`src/rtl/march_sequencer.sv`:
```
// March C- BIST sequencer: walks every SRAM address through six March elements,
// one operation per clock, and scores each read one cycle after it is issued.
module march_sequencer #(
  parameter int size   = 6,
  parameter int length = 8
) (
  input  logic              clk,
  input  logic              rst,
  input  logic              start,
  input  logic [length-1:0] rdata,
  output logic              cs,
  output logic              rwbar,
  output logic [size-1:0]   addr,
  output logic [length-1:0] wdata,
  output logic              busy,
  output logic              done,
  output logic              fail,
  output logic [size-1:0]   fail_addr,
  output logic [2:0]        fail_elem,
  output logic [7:0]        fail_count,
  output logic [1:0]        dbg_state
);

  localparam logic [1:0] IDLE  = 2'd0;
  localparam logic [1:0] RUN   = 2'd1;
  localparam logic [1:0] DRAIN = 2'd2;
  localparam logic [1:0] DONE  = 2'd3;

  localparam logic [size-1:0] last_addr = '1;
  localparam logic [size-1:0] one_addr  = size'(1);

  logic [1:0]        state;
  logic [2:0]        cur_elem;
  logic              cur_ph;
  logic [2:0]        next_elem;
  logic              next_ph;
  logic [size-1:0]   next_addr;
  logic              next_read;
  logic              last_op;
  logic              start_run;

  logic              cmp_valid;
  logic [length-1:0] cmp_exp;
  logic [size-1:0]   cmp_addr;
  logic [2:0]        cmp_elem;
  logic              mismatch;

  assign dbg_state = state;
  assign start_run = ((state == IDLE) || (state == DONE)) && start;
  assign last_op   = (cur_elem == 3'd5) && (addr == last_addr);
  assign mismatch  = cmp_valid && (rdata != cmp_exp);

  // Next operation derived from the one currently on the bus.
  // Phase 0 is the read and phase 1 the write of two-op elements.
  always_comb begin
    next_elem = cur_elem;
    next_ph   = 1'b0;
    next_addr = addr;
    case (cur_elem)
      3'd0: begin
        if (addr == last_addr) begin
          next_elem = 3'd1;
          next_addr = '0;
        end else begin
          next_addr = addr + one_addr;
        end
      end
      3'd1, 3'd2: begin
        if (!cur_ph) begin
          next_ph = 1'b1;
        end else if (addr == last_addr) begin
          next_elem = cur_elem + 3'd1;
          next_addr = (cur_elem == 3'd1) ? '0 : last_addr;
        end else begin
          next_addr = addr + one_addr;
        end
      end
      3'd3, 3'd4: begin
        if (!cur_ph) begin
          next_ph = 1'b1;
        end else if (addr == '0) begin
          next_elem = cur_elem + 3'd1;
          next_addr = (cur_elem == 3'd3) ? last_addr : '0;
        end else begin
          next_addr = addr - one_addr;
        end
      end
      default: next_addr = addr + one_addr;
    endcase
  end

  always_comb begin
    case (next_elem)
      3'd0:    next_read = 1'b0;
      3'd5:    next_read = 1'b1;
      default: next_read = !next_ph;
    endcase
  end

  // Sequencer FSM and the registered SRAM bus.
  always_ff @(posedge clk or negedge rst) begin
    if (!rst) begin
      state    <= IDLE;
      cs       <= 1'b0;
      rwbar    <= 1'b1;
      addr     <= '0;
      wdata    <= '0;
      busy     <= 1'b0;
      done     <= 1'b0;
      cur_elem <= 3'd0;
      cur_ph   <= 1'b0;
    end else begin
      case (state)
        RUN: begin
          if (last_op) begin
            state <= DRAIN;
            cs    <= 1'b0;
            rwbar <= 1'b1;
          end else begin
            cs       <= 1'b1;
            rwbar    <= next_read;
            addr     <= next_addr;
            cur_elem <= next_elem;
            cur_ph   <= next_ph;
            if (!next_read) begin
              wdata <= {length{(next_elem == 3'd1) || (next_elem == 3'd3)}};
            end
          end
        end
        DRAIN: begin
          state <= DONE;
          busy  <= 1'b0;
          done  <= 1'b1;
        end
        default: begin
          if (start) begin
            state    <= RUN;
            busy     <= 1'b1;
            done     <= 1'b0;
            cs       <= 1'b1;
            rwbar    <= 1'b0;
            addr     <= '0;
            wdata    <= '0;
            cur_elem <= 3'd0;
            cur_ph   <= 1'b0;
          end
        end
      endcase
    end
  end

  // Compare stage: captures each issued read so it lines up with rdata.
  always_ff @(posedge clk or negedge rst) begin
    if (!rst) begin
      cmp_valid <= 1'b0;
      cmp_exp   <= '0;
      cmp_addr  <= '0;
      cmp_elem  <= 3'd0;
    end else begin
      cmp_valid <= cs && rwbar;
      cmp_exp   <= {length{(cur_elem == 3'd2) || (cur_elem == 3'd4)}};
      cmp_addr  <= addr;
      cmp_elem  <= cur_elem;
    end
  end

  always_ff @(posedge clk or negedge rst) begin
    if (!rst) begin
      fail       <= 1'b0;
      fail_addr  <= '0;
      fail_elem  <= 3'd0;
      fail_count <= 8'd0;
    end else if (start_run) begin
      fail       <= 1'b0;
      fail_addr  <= '0;
      fail_elem  <= 3'd0;
      fail_count <= 8'd0;
    end else if (mismatch) begin
      fail <= 1'b1;
      if (fail_count != 8'hff) begin
        fail_count <= fail_count + 8'd1;
      end
      if (!fail) begin
        fail_addr <= cmp_addr;
        fail_elem <= cmp_elem;
      end
    end
  end

endmodule

```
`config.mk`:
```
export PLATFORM = sky130hd
export DESIGN_NAME = march_sequencer
export DESIGN_NICKNAME = d
export VERILOG_FILES = /design/src/rtl/march_sequencer.sv
export SDC_FILE = /design/constraint.sdc
export NUM_CORES = 1
export LEC_CHECK = 0
export ABC_AREA = 0
export CAP_MARGIN = 5
export CORE_ASPECT_RATIO = 1.5
export CORE_MARGIN = 2
export CORE_UTILIZATION = 58
export CTS_BUF_LIST = sky130_fd_sc_hd__clkbuf_8 sky130_fd_sc_hd__clkbuf_16
export DETAILED_ROUTE_END_ITERATION = 7
export PLACE_DENSITY = 0.91
export SYNTH_ARGS = -nofsm -noshare
export SYNTH_HDL_FRONTEND = slang
export SYNTH_SLANG_ARGS = --single-unit
```
`constraint.sdc`:
```
create_clock -name clk -period 6.82 [get_ports clk]
set_clock_uncertainty 0.2 [all_clocks]
set_input_delay 1.364 -clock clk [delete_from_list [all_inputs] [get_ports clk]]
set_output_delay 1.364 -clock clk [all_outputs]
set_load 0.01 [all_outputs]
```
==> impl_metrics.json <==
{
  "outcome": "completed",
  "hold_viol": 0,
  "synth.avg_cell_area_sq_um": 9.446,
  "cp_data_arrival_time_ns": 3.32,
  "cts_tree": "done",
  "antenna-diode-count": 0,
  "post_route_cells_drive_above_1_share_pct": 6.957,
  "maxSlewViolCount": 0,
  "die-width_um": 62.11,
  "grt_antenna_before_repair": 0,
  "master_cell_of_the_clock_root_buffer": "sky130_fd_sc_hd__clkbuf_8",
  "setup.worst_path.class": "input port to flip-flop",
  "pin_count": 49,
  "grt_util_all_layers_pct": 25.83,
  "synth_cells": 311,
  "setup_tns_ns": 0,
  "finish.net_count": 368,
  "final.min_clock_period_ns": 3.358,
  "wl_final_mm": 6.976,
  "clkSlewWorstSetupHoldPaths_ns": 0.08,
  "grt_setup_unrepaired": "false",
  "crit_path_max_fanout": 9,
  "number_of_vias_per_cell_after_detailed_routing": 6.217,
  "synth.ff_latch_count": 46,
  "synth_enable_flop_cells": 0,
  "grt_first_pass_wirelength_mm": 11.87,
  "source_of_the_critical_timing_path": "rdata[4]",
  "count_of_yosys_warnings_during_synthesis": 0,
  "placement_rows": 31,
  "most_used_dff_post_synth": "sky130_fd_sc_hd__dfrtp_1",
  "cts_buffer_depth": 2,
  "number_of_unique_standard_cell_types_used_by_synthesis": 64,
  "core_area_sq_um": 4848,
  "placedInstanceArea_sq_um": 3344,
  "power-per-cell-area_nw_per_um2": 247.4,
  "route.antenna.remaining_nets": 0,
  "timing.critical_path.required_ns": 6.78,
  "critical_path.startpoint_type": "input port",
  "cap_violations": 0,
  "tightest_slew_ns": 0.9473,
  "ctsHtreeMaxLevel": 2,
  "cts-buffers-inserted": 5,
  "critical_path.reg2reg.startpoint": "cur_elem[1]",
  "dr.pass1.iters": 4,
  "grt_max_degree": 47,
  "cts.repair.resized": 0,
  "synth_fp_nets": 335,
  "drt_initial_violations": 205,
  "worstSetupEndpointType": "flip-flop",
  "final_min_period_over_clock_period_pct": 49.24,
  "num_vias": 2555,
  "final_instance_area_sq_um": 3450,
  "synth_area_sq_um": 2938,
  "hold_class": "flip-flop to flip-flop",
  "first_global_vias": 2591,
  "remaining_drc_errors": 0,
  "port_buffers": 48,
  "final-setup-viol-count": 0,
  "max_slew_margin_pct": 36.84,
  "p_total_w": 0.0008533,
  "timing.fmax_mhz": 297.8,
  "global_placement_routability_congestion": 0.9249,
  "holdCritStartpoint": "cmp_elem[0]",
  "postCtsHoldBufs": 0,
  "floorplan.initialDensity_pct": 60.59,
  "die-height_um": 91.17,
  "tritoncts_num_sinks": 46,
  "clk_latency_ns": 0.30,
  "grt_overflow": 0,
  "place.detailed.hpwl_mm": 5.108,
  "wire_per_inst_um": 16.97,
  "area_delta_synth_final_pct": 17.42,
  "synth_async_sr_flop_share_pct": 100.0,
  "leakagePower_nw": 1.425,
  "hold_ws_ns": 0.2986,
  "num-fill-cells": 345,
  "ir_drop_worst_vdd_mv": 0.1611,
  "ys_seq_area_share_pct": 39.22,
  "post_cts_setup_inserts": 0,
  "die_area_sq_um": 5662
}
-- logic make-up after synthesis --
group                    Yosys count  synth area share (%)
AND/OR/NAND/NOR                  117                 20.66
AO/OA/AOI/OAI                     79                 21.21
adder cells (fa/ha/maj)           13                 5.537
buffers and inverters             38                 7.325
multiplexers                      15                 5.153
flip-flops                        46                 39.23
XOR/XNOR                           3                0.8945
-- synthesized netlist by cell type, types with 4 or more instances --
cell	n	area share, %
sky130_fd_sc_hd__dfrtp_1	45	38
sky130_fd_sc_hd__nor2_1	32	4.1
sky130_fd_sc_hd__nand2_1	25	3.2
sky130_fd_sc_hd__inv_1	15	1.9
sky130_fd_sc_hd__mux2i_1	14	4.8
sky130_fd_sc_hd__ha_1	13	5.5
sky130_fd_sc_hd__o21ai_0	13	2.2
sky130_fd_sc_hd__buf_4	10	2.6
sky130_fd_sc_hd__nor3_1	10	1.7
sky130_fd_sc_hd__a21oi_1	8	1.4
sky130_fd_sc_hd__a31oi_1	7	1.5
sky130_fd_sc_hd__nand3_1	7	1.2
sky130_fd_sc_hd__nor4_1	6	1.3
sky130_fd_sc_hd__o211ai_1	6	1.5
sky130_fd_sc_hd__and2_1	5	1.1
sky130_fd_sc_hd__clkbuf_1	5	0.64
sky130_fd_sc_hd__o31ai_1	5	1.3
sky130_fd_sc_hd__a21o_1	4	1.0
sky130_fd_sc_hd__and3_1	4	0.85
sky130_fd_sc_hd__buf_2	4	0.68
sky130_fd_sc_hd__buf_6	4	1.5
sky130_fd_sc_hd__nand2b_1	4	0.85
-- cells in the final DEF, fill, tap and decap left out, drive strengths merged, types with 3 or more instances in the layout --
cell / netlist / layout
clkdlybuf4s50: 0 / 47
dfrtp: 45 / 45
nor2: 32 / 32
nand2: 25 / 25
inv: 15 / 15
mux2i: 14 / 14
o21ai: 13 / 13
ha: 13 / 13
nor3: 11 / 11
a21oi: 8 / 8
nand3: 7 / 7
a31oi: 7 / 7
clkbuf: 5 / 7
nor4: 6 / 6
o211ai: 6 / 6
o31ai: 6 / 6
and2: 5 / 5
or3: 5 / 5
and3: 4 / 4
a21o: 4 / 4
nand2b: 4 / 4
nand4: 3 / 3
xnor2: 3 / 3
nor2b: 3 / 3
o2bb2ai: 3 / 3
a311oi: 3 / 3
o311ai: 3 / 3
or4: 3 / 3
-- layer usage --
layer	GRT usage (%)	routed length (um)	part of all wire [%]	vias up
li1	-	-	-	1207
met1	27.37	2615	37	1233
met2	49.18	3790	54	98
met3	3.470	362	5.2	17
met4	12.96	208	3.0	0
met5	0	0	0	-
-- power by group --
group	switching, W	total (W)	internal, W
combinational	0.000193	0.000321	0.000128
sequential	0.0000452	0.000348	0.000303
clock	0.0000910	0.000184	0.0000929
-- critical path, stage by stage --
cell and delay (ns):
sky130_fd_sc_hd__clkdlybuf4s50_1 0.44, sky130_fd_sc_hd__or4_4 0.56, sky130_fd_sc_hd__o41ai_4 0.40, sky130_fd_sc_hd__nor3_1 0.08, sky130_fd_sc_hd__buf_4 0.21, sky130_fd_sc_hd__mux2i_1 0.20
sky130_fd_sc_hd__nor2_1 0.06
-- stage by stage --
stage,instances,util (%),setup WS (ns)
final,411,71.15,3.462
after global routing,411,71.15,3.340
after CTS,411,71.15,3.484
after detailed placement,403,68.98,3.170
after global placement,403,68.98,3.266
after floorplan,311,-,3.759
-- flip-flops by register name, summed over array words and instances (netlist names), 2 cells and up --
| name | cells |
|---|---|
| fail_elem | 3 |
| cmp_addr | 6 |
| cmp_elem | 3 |
| dbg_state | 2 |
| addr | 6 |
| fail_count | 8 |
| cur_elem | 3 |
| fail_addr | 6 |
-- path summary, 6_finish.rpt --
| kind | endpoint | slack, ns | cells past startpoint |
|---|---|---|---|
| min in group asynchronous | fail_addr[4] | 1.01 | 1 |
| worst max-delay path | fail_addr[0] | 3.46 | 7 |
| worst min-delay path | fail_elem[0] | 0.30 | 2 |
| max in group asynchronous | cur_elem[1] | 4.82 | 1 |
| worst min register to register | fail_elem[0] | 0.30 | 2 |
| worst max register to register | wdata[6] | 3.98 | 7 |
-- cell type report --
| cell class | instances | area (sq um) | area share (%) |
|---|---|---|---|
| clock buffers | 7 | 96.34 | 2.793 |
| clock inverters | 1 | 8.758 | 0.2539 |
| inverters | 15 | 56.30 | 1.632 |
| multi-input cells | 227 | 1570 | 45.52 |
| flip-flops and latches | 46 | 1152 | 33.41 |
| well taps | 66 | 82.58 | 2.394 |
| repair buffers | 49 | 483.0 | 14.00 |
Power figures use the tool's default switching activity.
